==> src/rtl/ex_mem_lsu.sv <==
// EX/MEM stage with a req/ack load-store unit; stalls upstream while an access is outstanding.
// Optional misalignment trap is enabled by defining LSU_ALIGN_CHECK_EN.
module ex_mem_lsu (
  input  logic        clk,
  input  logic        rst,
  input  logic [4:0]  ex_wd,
  input  logic        ex_wreg,
  input  logic [31:0] ex_wdata,
  input  logic [7:0]  ex_aluop,
  input  logic [31:0] ex_mem_addr,
  input  logic [31:0] ex_reg2,
  output logic [4:0]  mem_wd,
  output logic        mem_wreg,
  output logic [31:0] mem_wdata,
  output logic        stallreq_o,
  output logic        dbus_req,
  output logic        dbus_we,
  output logic [31:0] dbus_addr,
  output logic [3:0]  dbus_sel,
  output logic [31:0] dbus_wdata,
  input  logic [31:0] dbus_rdata,
  input  logic        dbus_ack,
  output logic        align_err_o
);

  localparam logic [7:0] OP_LB  = 8'hE0, OP_LH  = 8'hE1, OP_LW = 8'hE3;
  localparam logic [7:0] OP_LBU = 8'hE4, OP_LHU = 8'hE5;
  localparam logic [7:0] OP_SB  = 8'hE8, OP_SH  = 8'hE9, OP_SW = 8'hEB;

  typedef enum logic {IDLE, BUSY} state_e;

  function automatic logic is_mem(input logic [7:0] op);
    return op inside {OP_LB, OP_LH, OP_LW, OP_LBU, OP_LHU, OP_SB, OP_SH, OP_SW};
  endfunction

`ifdef LSU_ALIGN_CHECK_EN
  function automatic logic misaligned(input logic [7:0] op, input logic [1:0] a);
    if (op inside {OP_LH, OP_LHU, OP_SH}) return a[0];
    if (op inside {OP_LW, OP_SW})         return |a;
    return 1'b0;
  endfunction
`endif

  state_e      state_q, state_d;
  logic [7:0]  op_q, op_d;
  logic [31:0] addr_q, addr_d;
  logic [31:0] sdata_q, sdata_d;
  logic [4:0]  wd_q, wd_d;
  logic [4:0]  mem_wd_q, mem_wd_d;
  logic        mem_wreg_q, mem_wreg_d;
  logic [31:0] mem_wdata_q, mem_wdata_d;
`ifdef LSU_ALIGN_CHECK_EN
  logic        align_err_q, align_err_d;
`endif

  logic        busy;
  logic        is_store;
  logic [3:0]  sel_raw;
  logic [31:0] wdata_rep;
  logic [31:0] load_data;
  logic [7:0]  byte_v;
  logic [15:0] half_v;

  assign busy     = (state_q == BUSY);
  assign is_store = op_q inside {OP_SB, OP_SH, OP_SW};

  // Lane steering for both directions is derived from the latched op/address only.
  always_comb begin
    byte_v = dbus_rdata[{addr_q[1:0], 3'b000} +: 8];
    half_v = dbus_rdata[{addr_q[1], 4'b0000} +: 16];
    unique case (op_q)
      OP_LB, OP_LBU, OP_SB: begin
        sel_raw   = 4'b0001 << addr_q[1:0];
        wdata_rep = {4{sdata_q[7:0]}};
      end
      OP_LH, OP_LHU, OP_SH: begin
        sel_raw   = 4'b0011 << {addr_q[1], 1'b0};
        wdata_rep = {2{sdata_q[15:0]}};
      end
      default: begin
        sel_raw   = 4'b1111;
        wdata_rep = sdata_q;
      end
    endcase
    unique case (op_q)
      OP_LB:   load_data = {{24{byte_v[7]}}, byte_v};
      OP_LBU:  load_data = {24'h0, byte_v};
      OP_LH:   load_data = {{16{half_v[15]}}, half_v};
      OP_LHU:  load_data = {16'h0, half_v};
      default: load_data = dbus_rdata;
    endcase
  end

  assign stallreq_o = busy;
  assign dbus_req   = busy;
  assign dbus_we    = busy & is_store;
  assign dbus_sel   = busy ? sel_raw : 4'b0000;
  assign dbus_addr  = busy ? {addr_q[31:2], 2'b00} : 32'h0;
  assign dbus_wdata = busy ? wdata_rep : 32'h0;

  // NOTE: every signal assigned here gets a default first, so no path leaves one unassigned and no latch is inferred.
  always_comb begin
    state_d     = state_q;
    op_d        = op_q;
    addr_d      = addr_q;
    sdata_d     = sdata_q;
    wd_d        = wd_q;
    mem_wd_d    = mem_wd_q;
    mem_wreg_d  = mem_wreg_q;
    mem_wdata_d = mem_wdata_q;
`ifdef LSU_ALIGN_CHECK_EN
    align_err_d = 1'b0;
`endif
    unique case (state_q)
      IDLE: begin
        if (is_mem(ex_aluop)) begin
          op_d       = ex_aluop;
          addr_d     = ex_mem_addr;
          sdata_d    = ex_reg2;
          wd_d       = ex_wd;
          mem_wreg_d = 1'b0;
`ifdef LSU_ALIGN_CHECK_EN
          if (misaligned(ex_aluop, ex_mem_addr[1:0])) align_err_d = 1'b1;
          else                                        state_d     = BUSY;
`else
          state_d    = BUSY;
`endif
        end else begin
          mem_wd_d    = ex_wd;
          mem_wreg_d  = ex_wreg;
          mem_wdata_d = ex_wdata;
        end
      end
      BUSY: begin
        if (dbus_ack) begin
          state_d = IDLE;
          if (is_store) begin
            mem_wreg_d = 1'b0;
          end else begin
            mem_wd_d    = wd_q;
            mem_wreg_d  = 1'b1;
            mem_wdata_d = load_data;
          end
        end
      end
    endcase
  end

  // NOTE: state registers use non-blocking assignments so all flops update together from pre-edge values.
  // NOTE: every register is cleared by the asynchronous reset, which also abandons an in-flight access.
  always_ff @(posedge clk or negedge rst) begin
    if (!rst) begin
      state_q     <= IDLE;
      op_q        <= 8'h0;
      addr_q      <= 32'h0;
      sdata_q     <= 32'h0;
      wd_q        <= 5'h0;
      mem_wd_q    <= 5'h0;
      mem_wreg_q  <= 1'b0;
      mem_wdata_q <= 32'h0;
    end else begin
      state_q     <= state_d;
      op_q        <= op_d;
      addr_q      <= addr_d;
      sdata_q     <= sdata_d;
      wd_q        <= wd_d;
      mem_wd_q    <= mem_wd_d;
      mem_wreg_q  <= mem_wreg_d;
      mem_wdata_q <= mem_wdata_d;
    end
  end

`ifdef LSU_ALIGN_CHECK_EN
  always_ff @(posedge clk or negedge rst) begin
    if (!rst) align_err_q <= 1'b0;
    else      align_err_q <= align_err_d;
  end
  assign align_err_o = align_err_q;
`else
  assign align_err_o = 1'b0;
`endif

  assign mem_wd    = mem_wd_q;
  assign mem_wreg  = mem_wreg_q;
  assign mem_wdata = mem_wdata_q;

endmodule

==> config.mk <==
export PLATFORM = sky130hd
export DESIGN_NAME = ex_mem_lsu
export DESIGN_NICKNAME = d
export VERILOG_FILES = /design/src/rtl/ex_mem_lsu.sv
export SDC_FILE = /design/constraint.sdc
export NUM_CORES = 1
export LEC_CHECK = 0
export ABC_AREA = 1
export CAP_MARGIN = 20
export CORE_MARGIN = 4
export CORE_UTILIZATION = 45
export DETAILED_ROUTE_END_ITERATION = 16
export PLACE_DENSITY = 0.82
export SLEW_MARGIN = 0
export SYNTH_ARGS = -nofsm -noshare
export SYNTH_HDL_FRONTEND = slang
export SYNTH_SLANG_ARGS = --single-unit
==> constraint.sdc <==
create_clock -name clk -period 2.1 [get_ports clk]
set_input_delay 0.315 -clock clk [delete_from_list [all_inputs] [get_ports clk]]
set_output_delay 0.315 -clock clk [all_outputs]
set_load 0.005 [all_outputs]
==> out/summary.txt <==
Top-Level Pins: 255
status: finished with violations
switching part of the total: 30.87%
CTS tree: done
Slew headroom: 63.55%
share of layout cells above drive strength 1: 11.53%
synthesized flop and latch total: 116
synth warn: 0
Final Hold Viols: 0
worst path cell trace: inv_1 > nand4_1 > nor2_4 > nand2_2 > nand2_4 > buf_12 > buf_16 > nand3_2 > nand2_2 > nor2_1 > buf_2
Logic pwr share: 25.0%
power share of the sequential group: 37.1%
Post-Syn Area: 6619 µm²
drt initial violations: 569
# setup viols final: 24
Setup crit end kind: output pin
clock buffer depth: 2
skew final: 0.006041 ns
HP Class: in -> async
Clk network pwr share: 37.9%
Final #Nets: 1372
Slew @ Worst Pin: 0.5468 ns
failing checks: setup timing
core area: 14480 µm²
Max stage delay on crit path: 0.37 ns
Crit path top cell by count: nand2_2
WS Path Type: reg -> out
Chip Height: 129.3 µm
clk slew on worst S/H paths: 0.06 ns
initial antenna violation count: 0
Root Driver: clkbuf_16
top post-synthesis cells by area: dfrtp_1, nand2_1, nor2_1
Final HPWL DP: 15190 µm
largest net degree at the start of global routing: 106
CP arrival: 1.86 ns
DR vias/cell: 4.931
worst path required time: 1.78 ns
top post-synthesis cells by count: nand2_1, nor2_1, inv_1
first-pass GRT wire length: 33510 µm
Pins Over Slew Limit: 0
Starting Density: 45.71%
slowest cell on the critical path: dfrtp_1
Post-Syn Instances: 978
Async S/R FF share, synth: 100.0%
ys flop type: dfrtp_1
Wirelength per Cell: 15.51 µm
vias post-DR: 7022
Max Cap Violations: 0
final worst slack: -0.07907 ns
shortest period the worst path allows: 2.179 ns
sequential element share of the synthesized area: 43.86%
# port buffers: 251
RSZ-0062 raised after global routing: yes
die area: 16710 µm²
antenna diode count: 0
TritonCTS buffer count: 17
Setup Total Neg Slack: -1.241 ns
Pwr per Cell Area: 789.4 nW/µm²
fmax: 458.9 MHz
area leader, netlist: dfrtp_1
LEAKAGE: 5.702 nW
Synth cell types: 32
Internal: 5.549 mW
Post-synth EDFFs: 0
DRC: 0
GRT overflow: 0
CP Max Fanout: 7
Design Area, Final: 10170 µm²
synthesized area per cell: 6.768 µm²
crit path launch type: register
CTS sink count: 116
Worst-Skew Late Latency: 0.41 ns
most common cell in the netlist: nand2_1
RePlAce Congestion: 0.9006
area grow syn2layout: 53.63%
Die W: 129.3 µm
Tcrit/Tclk final: 103.8%
vias in the first global route: 6630
GRT Overall Usage: 25.62%
switching pwr: 2.478 mW
Synth top area share: 43.86%
final wirelength: 22090 µm
std cell rows: 44
worst ir drop on vdd: 562.6 µV
H-tree depth: 4
1st-pass router iterations: 5
DRT antenna net count: 0
Placement Cell Area: 9271 µm²
area by class of cell:
type                            count  area (µm²)
Tap cell                          184       230.2
Inverter                          134       513.0
Sequential cell                   116        2907
Timing Repair Buffer              290        2940
Multi-Input combinational cell    668        2958
Clock buffer                       17       425.4
Fill cell                        1146        4310
Clock inverter                     15       195.2
cells by family after synthesis:
group	count (synthesis)	synth area share (%)
buffers and inverters	196	13.06
other	1	0.05666
and+or+nand+nor	554	34.37
DFF	116	43.86
AOI/OAI and AO/OA	111	8.658
layout by cell type, fill, tap and decap left out, drive strengths merged, types with 10 or more instances in the layout:
master         instances
nand3                 95
clkbuf                22
nand2                306
buf                   63
a21oi                 10
clkdlybuf4s50        196
inv                  140
dfrtp                116
o21ai                 95
dlymetal6s2s          24
nor2                 145
repair_timing:
item | in CTS | in global routing
gates cloned | 4 | 3
gates resized for setup | 129 | 55
pin swaps | 28 | 24
setup buffers | 6 | 5
hold buffers | 1 | 0
setup endpoints to repair | 56 | 63
endpoints found under the hold margin | 38 | 0
stage by stage:
step / setup slack, ns / utilization, % / power [mW] / cells / hold slack (ns)
finish: -0.07907 / 70.23 / 8.027 / 1424 / 0.4393
global route: -0.1825 / 70.23 / 8.459 / 1424 / 0.4348
CTS: -0.1594 / 69.18 / 8.040 / 1418 / 0.4263
detailed placement: -0.05712 / 64.03 / 4.790 / 1376 / 0.3449
global placement: -0.01869 / 64.03 / 4.736 / 1376 / 0.3380
floorplan: 0.4736 / - / 3.877 / 980 / 0.01941
power groups by stage:
stage | Combinational, mW | Sequential, mW | Clock (mW)
after CTS | 2.00 | 2.97 | 3.08
after global routing | 2.23 | 3.02 | 3.21
after floorplan | 0.995 | 2.88 | 0
after detailed placement | 1.81 | 2.98 | 0
after global placement | 1.75 | 2.99 | 0
final | 2.00 | 2.98 | 3.04
final timing paths:
kind                              startpoint             end  slack [ns]  cells past startpoint
worst max-delay path                 op_q[4]  dbus_wdata[29]       -0.08                     11
worst min-delay path                     rst   mem_wdata[27]        0.44                      2
worst max register to register      dbus_req    mem_wdata[3]        0.17                      9
worst min register to register  mem_wdata[1]    mem_wdata[1]        0.48                      2
max in group asynchronous                rst     sdata_q[19]        1.05                      3
min in group clk                 ex_reg2[14]     sdata_q[14]        0.44                      3
worst max-delay path, delay by kind of cell, from the launching register on:
kind | cells | cell delay, ns
and+or+nand+nor | 7 | 0.64
buffers and inverters | 4 | 0.44
DFF | 1 | 0.37
sequential cells by signal (all words and copies together) (netlist names):
register   cells
dbus_req       1
op_q           8
mem_wd         5
addr_q        32
sdata_q       32
mem_wdata     32
mem_wreg       1
wd_q           5
layer usage:
metal / wire [µm] / vias to the layer above / track usage (%)
met2: 10450 / 325 / 42.07
met1: 8519 / 3160 / 30.44
met5: 0 / - / 0
met3: 2323 / 51 / 8.656
met4: 801 / 0 / 11.80
li1: - / 3486 / -
(Power assumes the default switching activity.)
